<file path="config.mk">
export PLATFORM = sky130hd
export DESIGN_NAME = spi_master_reg_flat
export DESIGN_NICKNAME = d
export VERILOG_FILES = /design/src/rtl/spi_master_reg_if.sv /design/src/rtl/spi_master_reg.sv /design/src/flat_wrapper.sv
export SDC_FILE = /design/constraint.sdc
export NUM_CORES = 1
export LEC_CHECK = 0
export CAP_MARGIN = 20
export CORE_UTILIZATION = 45
export CTS_CLUSTER_DIAMETER = 50
export DETAILED_ROUTE_END_ITERATION = 10
export PLACE_DENSITY_LB_ADDON = 0.08
export SETUP_SLACK_MARGIN = 0.4
export SLEW_MARGIN = 10
export SYNTH_ARGS = -nofsm -noshare
export SYNTH_HDL_FRONTEND = slang
export SYNTH_SLANG_ARGS = --single-unit
</file>
<file path="constraint.sdc">
create_clock -name clk -period 3 [get_ports clk]
set_input_delay 0.75 -clock clk [delete_from_list [all_inputs] [get_ports clk]]
set_output_delay 0.75 -clock clk [all_outputs]
set_load 0.02 [all_outputs]
</file>
<file path="src/rtl/spi_master_reg_if.sv">
// ---------------------------------------------------------------------------
// spi_master_reg_if
// Host-side request/response bus of the SPI register-access master.
//
// Signals:
//   req        host -> master  transaction request (sampled only while idle)
//   req_rd     host -> master  1 = register read, 0 = register write
//   req_addr   host -> master  14-bit register address
//   req_wdata  host -> master  16-bit write data (ignored for reads)
//   busy       master -> host  transaction in progress
//   done       master -> host  one-cycle completion pulse
//   rdata      master -> host  read data, valid from done onward
//
// Modports:
//   master  the host that issues requests
//   slave   the spi_master_reg block that serves them
// ---------------------------------------------------------------------------
interface spi_master_reg_if;
  logic        req;
  logic        req_rd;
  logic [13:0] req_addr;
  logic [15:0] req_wdata;
  logic        busy;
  logic        done;
  logic [15:0] rdata;

  modport master (
    output req,
    output req_rd,
    output req_addr,
    output req_wdata,
    input  busy,
    input  done,
    input  rdata
  );

  modport slave (
    input  req,
    input  req_rd,
    input  req_addr,
    input  req_wdata,
    output busy,
    output done,
    output rdata
  );
endinterface

</file>
<file path="src/rtl/spi_master_reg.sv">
// ---------------------------------------------------------------------------
// spi_master_reg
// SPI master that turns one register read/write request into the two-frame
// transaction understood by the CPLD's SPI slave register file: an address
// frame {op, addr} followed by a data frame. SPI mode 0, 16-bit frames,
// MSB first. op = 2'b11 for reads, 2'b00 for writes.
//
// Parameters:
//   CLK_DIV    SPI half-period in clk cycles (legal 2..255)
//   FRAME_GAP  clk cycles chip select stays high between frames (1..2399)
//
// Ports:
//   clk        system clock
//   rst_n      asynchronous active-low reset
//   host       request/response bus (spi_master_reg_if.slave)
//   spi_sclk   SPI clock, idles low
//   spi_cs_n   chip select, active low
//   spi_mosi   master out, slave in
//   spi_miso   master in, slave out
//
// Every SPI pin and host output is a flop, so the pins are glitch-free and
// an asynchronous reset forces them to their idle levels without a clock.
// ---------------------------------------------------------------------------
module spi_master_reg #(
  parameter int unsigned CLK_DIV   = 4,
  parameter int unsigned FRAME_GAP = 16
) (
  input  logic            clk,
  input  logic            rst_n,
  spi_master_reg_if.slave host,
  output logic            spi_sclk,
  output logic            spi_cs_n,
  output logic            spi_mosi,
  input  logic            spi_miso
);

  typedef enum logic [2:0] {
    IDLE,
    FRAME1,
    GAP,
    FRAME2,
    DONE
  } state_t;

  localparam logic [7:0]  HALF_LAST = 8'(CLK_DIV - 1);
  localparam logic [11:0] GAP_LAST  = 12'(FRAME_GAP - 1);
  localparam logic [4:0]  LAST_BIT  = 5'd16;

  state_t      state,     state_nxt;
  logic [7:0]  half_cnt,  half_cnt_nxt;
  logic [4:0]  bit_cnt,   bit_cnt_nxt;
  logic [11:0] gap_cnt,   gap_cnt_nxt;
  logic [15:0] tx_sr,     tx_sr_nxt;
  logic [15:0] rx_sr,     rx_sr_nxt;
  logic [15:0] data_word, data_word_nxt;
  logic [15:0] rdata_q,   rdata_nxt;
  logic        is_rd,     is_rd_nxt;
  logic        busy_q,    busy_nxt;
  logic        done_q,    done_nxt;
  logic        sclk_q,    sclk_nxt;
  logic        cs_n_q,    cs_n_nxt;
  logic        mosi_q,    mosi_nxt;

  logic        start_frame;
  logic [15:0] start_word;
  logic        end_of_frame;

  // Next-state and next-output logic. Both frames share one sequencer:
  // a low half of CLK_DIV cycles, then 16 high/low pairs, the last low
  // half doubling as the hold time before chip select rises (33 halves).
  always_comb begin
    state_nxt     = state;
    half_cnt_nxt  = half_cnt;
    bit_cnt_nxt   = bit_cnt;
    gap_cnt_nxt   = gap_cnt;
    tx_sr_nxt     = tx_sr;
    rx_sr_nxt     = rx_sr;
    data_word_nxt = data_word;
    rdata_nxt     = rdata_q;
    is_rd_nxt     = is_rd;
    busy_nxt      = busy_q;
    done_nxt      = 1'b0;
    sclk_nxt      = sclk_q;
    cs_n_nxt      = cs_n_q;
    mosi_nxt      = mosi_q;
    start_frame   = 1'b0;
    start_word    = 16'h0000;
    end_of_frame  = 1'b0;

    case (state)
      IDLE: begin
        if (host.req) begin
          is_rd_nxt     = host.req_rd;
          data_word_nxt = host.req_rd ? 16'h0000 : host.req_wdata;
          busy_nxt      = 1'b1;
          state_nxt     = FRAME1;
          start_frame   = 1'b1;
          start_word    = {(host.req_rd ? 2'b11 : 2'b00), host.req_addr};
        end
      end

      FRAME1, FRAME2: begin
        if (half_cnt != HALF_LAST) begin
          half_cnt_nxt = half_cnt + 8'd1;
        end else begin
          half_cnt_nxt = 8'd0;
          if (sclk_q) begin
            // Falling edge: miso is captured at the end of the high half.
            // mosi moves on except after the 16th bit, so the last bit
            // stays on the wire through the final low half.
            sclk_nxt  = 1'b0;
            rx_sr_nxt = {rx_sr[14:0], spi_miso};
            if (bit_cnt != LAST_BIT) begin
              tx_sr_nxt = {tx_sr[14:0], 1'b0};
              mosi_nxt  = tx_sr[14];
            end
          end else if (bit_cnt != LAST_BIT) begin
            sclk_nxt    = 1'b1;
            bit_cnt_nxt = bit_cnt + 5'd1;
          end else begin
            end_of_frame = 1'b1;
          end
        end

        if (end_of_frame) begin
          cs_n_nxt = 1'b1;
          mosi_nxt = 1'b0;
          if (state == FRAME1) begin
            state_nxt   = GAP;
            gap_cnt_nxt = 12'd0;
          end else begin
            // The address-frame capture was overwritten when FRAME2 started,
            // so rx_sr holds only the data frame here.
            state_nxt = DONE;
            done_nxt  = 1'b1;
            if (is_rd) begin
              rdata_nxt = rx_sr;
            end
          end
        end
      end

      GAP: begin
        if (gap_cnt == GAP_LAST) begin
          state_nxt   = FRAME2;
          start_frame = 1'b1;
          start_word  = data_word;
        end else begin
          gap_cnt_nxt = gap_cnt + 12'd1;
        end
      end

      DONE: begin
        state_nxt = IDLE;
        busy_nxt  = 1'b0;
      end

      default: begin
        state_nxt = IDLE;
        busy_nxt  = 1'b0;
        cs_n_nxt  = 1'b1;
        sclk_nxt  = 1'b0;
        mosi_nxt  = 1'b0;
      end
    endcase

    // Frame launch: chip select falls with the MSB already on mosi.
    if (start_frame) begin
      cs_n_nxt     = 1'b0;
      sclk_nxt     = 1'b0;
      mosi_nxt     = start_word[15];
      tx_sr_nxt    = start_word;
      rx_sr_nxt    = 16'h0000;
      half_cnt_nxt = 8'd0;
      bit_cnt_nxt  = 5'd0;
    end
  end

  // State and output registers.
  always_ff @(posedge clk or negedge rst_n) begin
    if (!rst_n) begin
      state     <= IDLE;
      half_cnt  <= 8'd0;
      bit_cnt   <= 5'd0;
      gap_cnt   <= 12'd0;
      tx_sr     <= 16'h0000;
      rx_sr     <= 16'h0000;
      data_word <= 16'h0000;
      rdata_q   <= 16'h0000;
      is_rd     <= 1'b0;
      busy_q    <= 1'b0;
      done_q    <= 1'b0;
      sclk_q    <= 1'b0;
      cs_n_q    <= 1'b1;
      mosi_q    <= 1'b0;
    end else begin
      state     <= state_nxt;
      half_cnt  <= half_cnt_nxt;
      bit_cnt   <= bit_cnt_nxt;
      gap_cnt   <= gap_cnt_nxt;
      tx_sr     <= tx_sr_nxt;
      rx_sr     <= rx_sr_nxt;
      data_word <= data_word_nxt;
      rdata_q   <= rdata_nxt;
      is_rd     <= is_rd_nxt;
      busy_q    <= busy_nxt;
      done_q    <= done_nxt;
      sclk_q    <= sclk_nxt;
      cs_n_q    <= cs_n_nxt;
      mosi_q    <= mosi_nxt;
    end
  end

  assign host.busy  = busy_q;
  assign host.done  = done_q;
  assign host.rdata = rdata_q;
  assign spi_sclk   = sclk_q;
  assign spi_cs_n   = cs_n_q;
  assign spi_mosi   = mosi_q;

endmodule
</file>
<file path="src/flat_wrapper.sv">
// flat-port wrapper written by rule: the top's interface ports become plain ports
module spi_master_reg_flat 
#(
  parameter int unsigned CLK_DIV   = 4,
  parameter int unsigned FRAME_GAP = 16
)
  (clk, rst_n, spi_sclk, spi_cs_n, spi_mosi, spi_miso, host_req, host_req_rd, host_req_addr, host_req_wdata, host_busy, host_done, host_rdata);
  spi_master_reg_if host_i ();
  input  logic clk;
  input  logic rst_n;
  output logic spi_sclk;
  output logic spi_cs_n;
  output logic spi_mosi;
  input  logic spi_miso;
  input wire logic [$bits(host_i.req)-1:0] host_req;
  input wire logic [$bits(host_i.req_rd)-1:0] host_req_rd;
  input wire logic [$bits(host_i.req_addr)-1:0] host_req_addr;
  input wire logic [$bits(host_i.req_wdata)-1:0] host_req_wdata;
  output wire logic [$bits(host_i.busy)-1:0] host_busy;
  output wire logic [$bits(host_i.done)-1:0] host_done;
  output wire logic [$bits(host_i.rdata)-1:0] host_rdata;
  assign host_i.req = host_req;
  assign host_i.req_rd = host_req_rd;
  assign host_i.req_addr = host_req_addr;
  assign host_i.req_wdata = host_req_wdata;
  assign host_busy = host_i.busy;
  assign host_done = host_i.done;
  assign host_rdata = host_i.rdata;
  spi_master_reg #(.CLK_DIV(CLK_DIV), .FRAME_GAP(FRAME_GAP)) u_core (.clk(clk), .rst_n(rst_n), .host(host_i), .spi_sclk(spi_sclk), .spi_cs_n(spi_cs_n), .spi_mosi(spi_mosi), .spi_miso(spi_miso));
endmodule
</file>
[Yosys cells after proc, flatten, opt, wreduce, memory -nomap -nowiden]
Cells that the tools add are included.
Widths: inputs -> output; s select.
Word-level totals
  register bits: 97
  input bits: 35
  output and inout port bits: 21
Operators by class
  add/sub/neg operators: 3
  eq/ne operators: 20
  multiplexer cells: 57
  bitwise operators: 2
  reductions and logical operators: 19
Operators with widths (count)
  $mux 16: 7
  $mux 15: 5
  $mux 12: 3
  $pmux 16 s2: 1
  $mux 5: 5
  $mux 8: 3
  $pmux 12 s2: 1
  $mux 1: 21
  $reduce_and 4->1: 5
  $add 12x1->12 const B: 1
  $eq 12x4->1 const B: 1
  $mux 3: 4
  $ne 2x1->1 const B: 5
  $pmux 1 s2: 5
  $pmux 3 s3: 1
  $add 8x1->8 const B: 1
  $ne 4x1->1 const B: 2
  $ne 8x2->1 const B: 1
  $reduce_and 2->1: 4
  $reduce_bool 2->1: 4
  $eq 3x2->1 const B: 2
  $ne 2x2->1 const B: 3
  $reduce_and 3->1: 2
  $reduce_or 3->1: 2
  11 further kinds: 12

[Depth between registers and ports, before layout]
Gate-level depths: netlist (run 1).
  depth after elaboration: 8
  depth in mapped cells: 8

[Worst setup path after synthesis (run 1)]
Ideal clock, no wire load.
  kind: register to register
  start point: register u_core.half_cnt[0]
  end point: register u_core.rdata_q[10] (netlist: u_core.host.rdata[10])
  data arrival time: 2243 ps
  path slack: 632 ps
  stages on the path, launching flop included: 9
  path buffers: 2
  period minus slack after synthesis: 2368 ps
  path through: dfrtp_1 ha_1 or4b_4 or2_1 buf_6 nor3_4 nand4_4 buf_6 mux2_4
Between the ends
  word-level cells in the longest chain between the ends: 4
RTL lines
  start, declared: line spi_master_reg.sv:50  | logic [7:0] half_cnt, half_cnt_nxt;
  start signal, assigned: line spi_master_reg.sv:198  | half_cnt <= half_cnt_nxt;
  $ne 8x2->1: line spi_master_reg.sv:103  | if (half_cnt != HALF_LAST) begin
  $mux 1: line spi_master_reg.sv:103
  $mux 1: line spi_master_reg.sv:90  | case (state)
  $reduce_and 4->1 (no source line)
  end signal, assigned: line spi_master_reg.sv:204  | rdata_q <= rdata_nxt;
  end, declared: line spi_master_reg.sv:56  | logic [15:0] rdata_q, rdata_nxt;
Every way passes these cells. The select of a mux whose other input is x is not followed.
A chain may end at the register's enable or synchronous reset.

[Worst setup path in the final report (run 1)]
  start point: register u_core.half_cnt[0]
  end point: register u_core.rdata_q[3] (netlist: u_core.host.rdata[3])
Same word-level chain as after synthesis.

==> out/summary.md, run 1 <==
## Cells and area
* 2430 µm² — Sequential Area
* 1920 µm² — total area of multi-input combinational cells
* 536 — final net count
* 5430 µm² — final instance area
* 0 — antenna diode count
* 22.0% — area grow syn2layout
* 856 — number of fillers in the final layout
* 11.8% — fraction of layout cells with a size suffix above 1

## Synth
* 100% — Async S/R FF share, synth
* 0 — number of warnings printed during yosys synthesis
* 439 — cell count after synthesis
* 478 — Synthesized Nets
* dfrtp_1 — most used flip-flop cell after synthesis
* dfrtp_1 (54%), nand2_1 (7.6%), o21ai_0 (3.6%) — top cells by area in the synthesized netlist
* 4450 µm² — synthesized cell area
* 51 — unique cell type count in the Yosys netlist
* 54.5% — share of the yosys chip area belonging to registers
* 0 — count of flip-flops with a built-in enable after synthesis
* dfrtp_1 — Yosys top cell by area
* 97 — flops & latches, synth
* 10.1 µm² — post-synthesis average cell area
* 53.9% — area share of the largest cell type after synthesis

## Floorplanning
* 35 — Core Rows
* 56 — number of ports placed on the die boundary
* 101 µm — Die Wd
* 10300 µm² — overall die area
* 101 µm — Chip Height
* 9420 µm² — total core area
* 47.3% — initial core utilization

## Timing
* 0 — Final setup violation count
* 409 MHz — Max Clock Freq
* 8.49 ps — Layout Skew
* 2440 ps — final worst path period need
* 0 — Final Hold Fails
* 0 — final count of pins violating max slew
* 81.5% — fraction of the cycle the final worst path needs
* 0 ps — Setup TNS Final
* 739 ps — actual transition at the worst max-transition pin
* 50.4% — max_slew headroom
* false — unrepaired setup endpoints after global routing

## Worst setup path
* 2710 ps — crit path DAT
* 16 — largest fanout of any net on the critical path
* flip-flop — element type at the critical path start
* flip-flop — endpoint class of the critical path
* 3260 ps — data required time at the worst endpoint
* 7 — logic depth of the worst register-to-register path
* flip-flop to flip-flop — type of the setup path with the least slack

## Flow run
* 0 — count of max-cap constraint violations

## Drt
* 3364 — vias
* 4 — number of optimization iterations in the first detailed-route pass
* 5.33 — vias per inst
* 14.2 µm — routed wire length per instance
* 0 — remaining design rule violation count
* 8990 µm — total wirelength of the detailed-routed design
* 0 — Routed Antenna Nets
* 138 — DRT iter0 DRCs

## GRT
* 3204 — vias in the first global route
* 15300 µm — first-pass GRT wire length
* 0 — total congestion overflow
* 0 — initial antenna violation count
* 43 — maximum number of pins on one net before global-route repair
* 19.1% — aggregate global-route resource usage

## CTS
* yes — CTS tree
* 97 — Sinks on Clock Net
* 370 ps — insertion delay to the later sink of the worst-skew pair
* 3 — CTS H-Tree Depth
* 2 — number of buffers on the longest clock path
* 9 — clock buffer count from CTS
* clkbuf_8 — clock root cell
* 100 ps — clock transition time at the flip-flop clock pins of the worst setup and hold paths

## Placement
* 5210 µm² — area of placed instances
* 0.846 — final weighted congestion in routability-driven placement
* 6150 µm — final HPWL from detailed placement
* 55 — number of buffers inserted by port buffering

## Hold path
* input port to asynchronous set/reset pin — Hold/Removal Path Class

## Pwr
* 423 nW/µm² — power density over cell area
* 0.218 mV — IR drop worst, VDD
* 2.45 nW — Lkg Pwr

## Status
* completed — run status

[logic make-up after synthesis]
logic type | synth area share, %
AND/OR/NAND/NOR | 21.9
flip-flops | 54.5
AO/OA/AOI/OAI | 11.3
buffers and inverters | 3.12
multiplexers | 5.14
XOR/XNOR | 2.95
adder cells (fa/ha/maj) | 1.12
[critical path: stages (launching register included)]
cell     delay (ps)
dfrtp_1         420
ha_1            190
or4b_4          520
or2_1           360
nor3_4          260
nand4_4         120
buf_12          180
mux2_4          300
[power breakdown]
| part | switching (mW) | total [mW] | internal (mW) |
|---|---|---|---|
| clock network | 0.520 | 0.851 | 0.331 |
| registers | 0.0130 | 1.34 | 1.33 |
| logic | 0.0490 | 0.107 | 0.0576 |
| total | 0.582 | 2.30 | 1.72 |
[final cells by class]
class | count | share of cell area (%)
Clock buffer | 9 | 2.28
Clock inverter | 7 | 1.31
Inverter | 7 | 0.484
Multi-Input combinational cell | 311 | 35.3
Sequential cell | 97 | 44.7
Tap cell | 129 | 2.97
Timing Repair Buffer | 71 | 13.0
[metal layers]
metal  up-vias  part of all wire, %  global-route usage, %
li1       1648                    -                      -
met1      1646                   49                   27.1
met2        61                   47                   29.4
met3         9                  3.2                   3.17
met4         0                  1.5                   7.36
met5         -                    0                      0
[timing repair]
action	in CTS	in global routing
setup endpoints to repair	16	8
pin swaps	1	0
resized for setup	0	1
buffers inserted	1	0
hold buffers	0	0
[worst paths after layout]
path,endpoint,slack [ps],from
max,u_core.host.rdata[3],560,u_core.half_cnt[0]
min,u_core.bit_cnt[2],340,rst_n
max reg2reg,u_core.host.rdata[3],560,u_core.half_cnt[0]
min reg2reg,u_core.spi_cs_n,470,u_core.spi_cs_n
max in group asynchronous,u_core.data_word[12],2010,rst_n
min in group clk,u_core.spi_cs_n,470,u_core.spi_cs_n
[Yosys cell counts (3+ instances only)]
master	count
a21oi_1	3
a22oi_1	14
a31oi_1	15
and3_1	6
buf_2	6
clkbuf_1	16
dfrtp_1	96
ha_1	4
inv_1	7
mux2_2	7
mux2_4	10
nand2_1	90
nand3_1	8
nand3b_1	17
nand4_1	3
nor2_1	41
nor3_1	4
nor4_1	3
o21ai_0	32
o31ai_1	3
or4_1	3
xnor2_1	9
xor2_1	6
[registers in the layout, summed over array words and instances (netlist names)]
name,cells
u_core.host.busy,1
u_core.half_cnt,8
u_core.bit_cnt,5
u_core.host.rdata,16
u_core.tx_sr,15
u_core.host.done,1
u_core.spi_cs_n,1
u_core.gap_cnt,12
u_core.spi_sclk,1
u_core.state,3
u_core.rx_sr,16
u_core.data_word,16
u_core.spi_mosi,1
u_core.is_rd,1
[cells in the final DEF (no fill, tap or decap), types with 2 or more instances in the layout]
master,synthesis,layout
inv_1,7,7
dfrtp_1,96,96
a22o_1,2,2
a21oi_1,3,3
mux2_4,10,10
nand4bb_1,2,2
nand3b_1,17,17
nor4_4,0,2
clkbuf_8,0,9
and4_1,2,2
nor3_1,4,4
or4_1,3,3
a22oi_1,14,14
and3_1,6,6
nor2_1,41,40
o31ai_1,3,3
or3_1,2,2
nand2_1,90,90
xor2_1,6,6
a21o_1,2,2
clkdlybuf4s50_1,0,54
clkinv_4,0,2
inv_8,0,4
buf_4,0,14
a31oi_1,15,15
buf_12,0,3
o21ai_0,32,32
xnor2_1,9,9
nand4_1,3,3
ha_1,4,4
nand3_1,8,8
mux2_2,7,7
nor4_1,3,3
[metrics by stage]
stage                     hold slack [ps]  cells  util, %  setup WS, ps  power (mW)
after floorplan                       439    439        -           632        1.39
after global placement                450    614     55.4           470        1.48
after detailed placement              457    614     55.4           377        1.48
after CTS                             349    631     57.7           487        2.33
after global routing                  378    631     57.7           410        2.39
final                                 340    631     57.7           556        2.30
(Power assumes the default switching activity.)
==> inputs of run 2 (changes only) <==
clock period = 2.3 ns   (was 3 ns; I/O delays follow)
==> run 2 against run 1 <==
Non-clock buffer count is 39 higher. Fmax is 7.8% higher. Critical endpoint is now u_core.gap_cnt[1]. Critical path type unchanged. Largest cell class unchanged. Register-to-register slack worse by 520 ps. Design area is 11% higher. Worst setup slack worse by 520 ps. Sequential cell count stayed put.
==> out/summary.md, run 2 (synthesis results as in run 1) <==
## Status
* completed — run status

## Worst setup path
* ha_2 > or4b_4 > buf_4 > buf_6 > nor4_4 > nor3b_4 > o21ai_1 > a22o_1 — chain of cells forming the critical path
* flip-flop — element type at the critical path start
* 500 ps — CP peak stage delay, -20 ps
* 2550 ps — data required time at the worst endpoint, -710 ps
* 2520 ps — crit path DAT, -190 ps
* or4b_4 — Critical Path Slowest Stage Cell
* 30 ps — reg2reg setup slack, -520 ps
* flip-flop to flip-flop — type of the setup path with the least slack
* 4 — largest fanout of any net on the critical path, -12
* flip-flop — endpoint class of the critical path

## Pwr
* 499 nW/µm² — power density over cell area, +18%
* 37.0% — share of total power in the clock network, about the same
* 0.337 mV — IR drop worst, VDD, +55%
* 2.85 nW — Lkg Pwr, +16%
* 58.3% — share of power burned in registers, about the same
* 2.24 mW — internal power, +31%
* 4.7% — relative contribution of combinational cells to total power, about the same
* 25.3% — net switching fraction of the power, about the same
* 0.760 mW — switching power summed over all nets, +31%

## Timing
* 2270 ps — final worst path period need, -177 ps
* 56.3% — max_slew headroom, +5.9 points
* 0 — final count of pins violating max slew, unchanged
* 0 — Final setup violation count, unchanged
* 98.6% — fraction of the cycle the final worst path needs, +17 points
* 647 ps — actual transition at the worst max-transition pin, -91.8 ps
* 15.8 ps — Layout Skew, +7.29 ps
* 33.3 ps — PnR worst setup slack, -523 ps
* 441 MHz — Max Clock Freq, +7.8%
* 0 — Final Hold Fails, unchanged
* 53.2 ps — Worst Hold Slack, -287 ps
* true — unrepaired setup endpoints after global routing

## Cells and area
* 2070 µm² — total area of multi-input combinational cells, +8.0%
* dfrtp_1 (94), nand2_1 (86), nor2_1 (38) — most frequent cells in the layout
* 35.2% — area grow syn2layout
* 575 — final net count, +7.3%
* 2430 µm² — Sequential Area, +0.10%
* dfrtp_1 — most frequent standard cell in the layout excluding fill and tap cells
* 751 — number of fillers in the final layout, -12%
* 23.1% — fraction of layout cells with a size suffix above 1, +11 points
* 0 — antenna diode count, unchanged

## Drt
* 3545 — vias, +5.4%
* 5.29 — vias per inst, -0.75%
* 0 — Routed Antenna Nets, unchanged
* 15.0 µm — routed wire length per instance, +5.1%
* 0 — remaining design rule violation count, unchanged
* 185 — DRT iter0 DRCs, +34%
* 10000 µm — total wirelength of the detailed-routed design, +12%
* 5 — number of optimization iterations in the first detailed-route pass, +1

## GRT
* 0 — initial antenna violation count, unchanged
* 20.3% — aggregate global-route resource usage, +1.3 points
* 16300 µm — first-pass GRT wire length, +6.4%
* 0 — total congestion overflow, unchanged
* 49 — maximum number of pins on one net before global-route repair, +14%
* 3392 — vias in the first global route, +5.9%

## Floorplanning
* 35 — Core Rows, unchanged
* 101 µm — Die Wd, unchanged
* 101 µm — Chip Height, unchanged
* 47.3% — initial core utilization, unchanged
* 9420 µm² — total core area, unchanged
* 56 — number of ports placed on the die boundary, unchanged
* 10300 µm² — overall die area, unchanged

## Placement
* 0.837 — final weighted congestion in routability-driven placement, -1.1%
* 6380 µm — final HPWL from detailed placement, +3.8%
* 4.84 ps — placement-stage worst setup slack, -372 ps
* 55 — number of buffers inserted by port buffering, unchanged

## CTS
* clkbuf_8 — clock root cell
* 2 — number of buffers on the longest clock path, unchanged
* 9 — clock buffer count from CTS, unchanged
* yes — CTS tree
* 110 ps — clock transition time at the flip-flop clock pins of the worst setup and hold paths, about the same
* 370 ps — insertion delay to the later sink of the worst-skew pair, about the same
* 3 — CTS H-Tree Depth, unchanged
* 97 — Sinks on Clock Net, unchanged

## Hold path
* input port to asynchronous set/reset pin — Hold/Removal Path Class

## Flow run
* 0 — count of max-cap constraint violations, unchanged

## run 2: cell count changes in the layout (fill, tap and decap cells not counted), sizes merged
cell           delta
dlygate4sd2      +19
buf              +35
clkdlybuf4s50    -21
dlymetal6s2s      +2
bufbuf            +2
clkinv            +2
inv               -2
clkbuf            +2
## run 2: final timing paths
kind / cells after the start / from / end
min in group clk: 2 / u_core.spi_cs_n / u_core.spi_cs_n
min reg2reg: 2 / u_core.spi_cs_n / u_core.spi_cs_n
max reg2reg: 8 / u_core.half_cnt[0] / u_core.gap_cnt[1]
min: 1 / rst_n / u_core.host.rdata[11]
max in group asynchronous: 2 / rst_n / u_core.tx_sr[7]
max: 8 / u_core.half_cnt[0] / u_core.gap_cnt[1]
## run 2: through the flow
stage          std cells  instance area [µm²]  utilization (%)  power, mW  TNS (ps)
2_1_floorplan        439                 4530                -       1.81         0
3_3_place_gp         627                 5370             57.0       1.93         0
3_5_place_dp         627                 5370             57.0       1.93         0
4_1_cts              650                 5730             60.9       3.04         0
5_1_grt              670                 6020             64.0       3.13     -1720
6_report             670                 6020             64.0       3.00         0
## run 2: cell type report
type                    instances  area share (%)
clock inverters                 7            1.35
inverters                       7           0.436
clock buffers                   9            2.06
repair buffers                110            18.7
multi-input cells             311            34.4
flip-flops and latches         97            40.4
well taps                     129            2.68
## run 2: power groups by stage
stage          clock, mW  combinational [mW]  sequential, mW
2_1_floorplan          0              0.0322            1.78
3_3_place_gp           0               0.143            1.78
3_5_place_dp           0               0.144            1.78
4_1_cts             1.14               0.144            1.75
5_1_grt             1.21               0.162            1.75
6_report            1.11               0.142            1.75
## run 2: critical path, delay by kind of cell (launching register included)
kind                     cells  cell delay, ps
adder cells (fa/ha/maj)      1             210
AO/OA/AOI/OAI                2             280
AND/OR/NAND/NOR              3             970
buffers and inverters        2             270
flip-flops                   1             420
## run 2: routing by layer
metal / wire, µm / global-route usage, % / vias up / part of all wire, %
li1: - / - / 1731 / -
met1: 4710 / 27.7 / 1719 / 47
met2: 4760 / 32.8 / 85 / 47
met3: 429 / 3.17 / 10 / 4.3
met4: 139 / 8.03 / 0 / 1.4
met5: 0 / 0 / - / 0
## run 2: repair_timing
action | in CTS | in global routing
gates resized for setup | 38 | 48
cloned | 3 | 4
pin swaps | 2 | 13
endpoints found under the setup margin | 97 | 81
hold buffers | 0 | 0
setup buffers | 4 | 16
==> inputs of run 3 (changes only) <==
CELL_PAD_IN_SITES_DETAIL_PLACEMENT = 0   (was unset)
CELL_PAD_IN_SITES_GLOBAL_PLACEMENT = 1   (was unset)
CORE_UTILIZATION = 43   (was 45)
==> run 3 against run 2 <==
First-iteration DRC count is 10% lower. Wire length up 3.1%. Global-route usage is 0.78 points lower. Power up 0.23%. Non-clock buffer count fell by 4. Sequential share of layout area decreased by 0.31 points. Critical path type unchanged. Fmax grew 4.4%. Critical path depth fell by 1. Count of clock-buffer cells in the layout unchanged.
==> out/summary.md, run 3 (synthesis results as in run 1) <==
## Floorplanning
* 56 — number of ports placed on the die boundary, unchanged
* 10800 µm² — overall die area, +4.6%
* 104 µm — Die Wd, +2.3%
* 36 — Core Rows, +2.9%
* 9910 µm² — total core area, +5.2%
* 44.9% — initial core utilization, -2.4 points
* 104 µm — Chip Height, +2.3%

## CTS
* 3 — CTS H-Tree Depth, unchanged
* 2 — number of buffers on the longest clock path, unchanged
* clkbuf_8 — clock root cell
* 110 ps — clock transition time at the flip-flop clock pins of the worst setup and hold paths, about the same
* 370 ps — insertion delay to the later sink of the worst-skew pair, about the same
* 9 — clock buffer count from CTS, unchanged
* 97 — Sinks on Clock Net, unchanged
* yes — CTS tree
* 0 — Post-CTS Hold Buffers, unchanged

## Pwr
* 0.267 mV — IR drop worst, VDD, -21%
* 0.768 mW — switching power summed over all nets, +1.1%
* 25.5% — net switching fraction of the power, +0.21 points
* 36.8% — share of total power in the clock network, -0.2 points
* 5.0% — relative contribution of combinational cells to total power, +0.3 points
* 58.2% — share of power burned in registers, about the same
* 2.81 nW — Lkg Pwr, -1.3%
* 2.24 mW — internal power, about the same
* 496 nW/µm² — power density over cell area, -0.49%

## Cells and area
* 670 — Final Non-Filler Cells, unchanged
* 36.2% — area grow syn2layout
* 571 — final net count, -0.70%
* 61.2% — Core Util, Final, -2.7 points
* dfrtp_1 (95), nand2_1 (83), clkdlybuf4s50_1 (33), buf_4 (33), nor2_1 (29) — most frequent cells in the layout
* dfrtp_1 — most frequent standard cell in the layout excluding fill and tap cells
* 2140 µm² — total area of multi-input combinational cells, +3.3%
* 857 — number of fillers in the final layout, +14%
* 2430 µm² — Sequential Area, about the same
* 25.5% — fraction of layout cells with a size suffix above 1, +2.4 points
* 0 — antenna diode count, unchanged

## GRT
* 19.6% — aggregate global-route resource usage, -0.78 points
* 16900 µm — first-pass GRT wire length, +3.8%
* 38 — maximum number of pins on one net before global-route repair, -22%
* 0 — initial antenna violation count, unchanged
* 3398 — vias in the first global route, +0.18%
* 0 — total congestion overflow, unchanged

## Drt
* 5020 µm — met1 WL, +6.6%
* 0 — Routed Antenna Nets, unchanged
* 10300 µm — total wirelength of the detailed-routed design, +3.1%
* 166 — DRT iter0 DRCs, -10%
* 15.4 µm — routed wire length per instance, +3.1%
* 5.23 — vias per inst, -1.2%
* 283 µm — routed length on met3, -34%
* 0 — remaining design rule violation count, unchanged
* 4910 µm — total met2 wirelength after detailed routing, +3.3%
* 3501 — vias, -1.2%
* 4 — number of optimization iterations in the first detailed-route pass, -1
* met4 — top layer reached by signal wires

## Worst setup path
* 7 — logic depth of the worst register-to-register path, -1
* 2560 ps — data required time at the worst endpoint, about the same
* 2430 ps — crit path DAT, -90 ps
* u_core.half_cnt[1] — Reg-to-Reg Start
* flip-flop to flip-flop — type of the setup path with the least slack
* or4b_4 — Critical Path Slowest Stage Cell
* ha_2 > or4b_4 > or2_4 > nor3_4 > nand4_4 > buf_12 > mux2_4 — chain of cells forming the critical path
* flip-flop — element type at the critical path start
* 130 ps — reg2reg setup slack, +100 ps
* flip-flop — endpoint class of the critical path
* 490 ps — CP peak stage delay, about the same
* 16 — largest fanout of any net on the critical path, +12
* u_core.host.rdata[12] — capturing point of the worst reg2reg path

## Placement
* 0.814 — final weighted congestion in routability-driven placement, -2.7%
* 55 — number of buffers inserted by port buffering, unchanged
* 634 — Post-Place Cells, +1.1%
* 6420 µm — final HPWL from detailed placement, +0.56%

## Hold path
* input port to asynchronous set/reset pin — Hold/Removal Path Class

## Timing
* 0 — final count of pins violating max slew, unchanged
* 0 — Final setup violation count, unchanged
* true — unrepaired setup endpoints after global routing
* 2170 ps — final worst path period need, -96.4 ps
* 0 ps — Setup TNS Final, unchanged
* 18.2 ps — Layout Skew, +2.47 ps
* 94.4% — fraction of the cycle the final worst path needs, -4.2 points
* 60.1% — max_slew headroom, +3.8 points
* 590 ps — actual transition at the worst max-transition pin, -56.6 ps
* 461 MHz — Max Clock Freq, +4.4%
* 0 — Final Hold Fails, unchanged

## Flow run
* 0 — count of max-cap constraint violations, unchanged

## Status
* completed — run status

## run 3: changes by cell type in the layout (fill, tap and decap cells not counted), sizes merged
| cell | change |
|---|---|
| bufbuf | -2 |
| inv | +2 |
| dlymetal6s2s | -2 |
| dlygate4sd2 | +2 |
| buf | -2 |
| clkinv | -4 |
| clkinvlp | +2 |
## run 3: through the flow
stage | hold slack, ps | cell area, µm² | power, mW | worst slack, ps
finish | 153 | 6070 | 3.01 | 130
global route | 163 | 6070 | 3.12 | 42.0
detailed placement | 456 | 5420 | 1.93 | 96.8
global placement | 450 | 5420 | 1.93 | 113
CTS | 151 | 5800 | 3.03 | 133
floorplan | 279 | 4530 | 1.81 | 2.56
## run 3: routing by layer
layer / vias up / track usage [%]
li1: 1728 / -
met1: 1708 / 27.4
met2: 56 / 30.9
met3: 9 / 3.08
met4: 0 / 6.84
met5: - / 0
## run 3: worst max-delay path, delay by kind of cell, from the launching register on
kind	cells	cell delay [ps]
flip-flops	1	360
multiplexers	1	300
buffers and inverters	1	190
AND/OR/NAND/NOR	4	1020
adder cells (fa/ha/maj)	1	180
## run 3: power groups by stage
stage | Clock [mW] | Combinational, mW | Sequential (mW)
2_1_floorplan | 0 | 0.0322 | 1.78
3_3_place_gp | 0 | 0.145 | 1.78
3_5_place_dp | 0 | 0.147 | 1.78
4_1_cts | 1.14 | 0.146 | 1.75
5_1_grt | 1.20 | 0.168 | 1.76
6_report | 1.11 | 0.151 | 1.75
## run 3: cell type report
class	count	share of cell area, %
clock inverter	7	1.13
inverter	7	0.433
timing repair buffer	106	18.4
clock buffer	9	2.04
sequential	97	40.1
multi-input combinational	311	35.2
tap	133	2.74
## run 3: repair_timing
action | in CTS | in global routing
pin swaps | 4 | 21
gates cloned | 3 | 2
setup buffers | 10 | 5
resized for setup | 37 | 69
endpoints found under the hold margin | 0 | 0
setup endpoints to repair | 97 | 78
## run 3: worst max-delay path by stage
stage,startpoint,end,depth (start not counted)
3_3_place_gp,u_core.half_cnt[1],u_core.host.rdata[8],7
4_1_cts,u_core.half_cnt[0],u_core.host.rdata[12],7
3_5_place_dp,u_core.half_cnt[0],u_core.host.rdata[3],7
5_1_grt,u_core.half_cnt[0],u_core.gap_cnt[1],7
2_1_floorplan,u_core.half_cnt[0],u_core.host.rdata[10],8
6_report,u_core.half_cnt[1],u_core.host.rdata[12],7
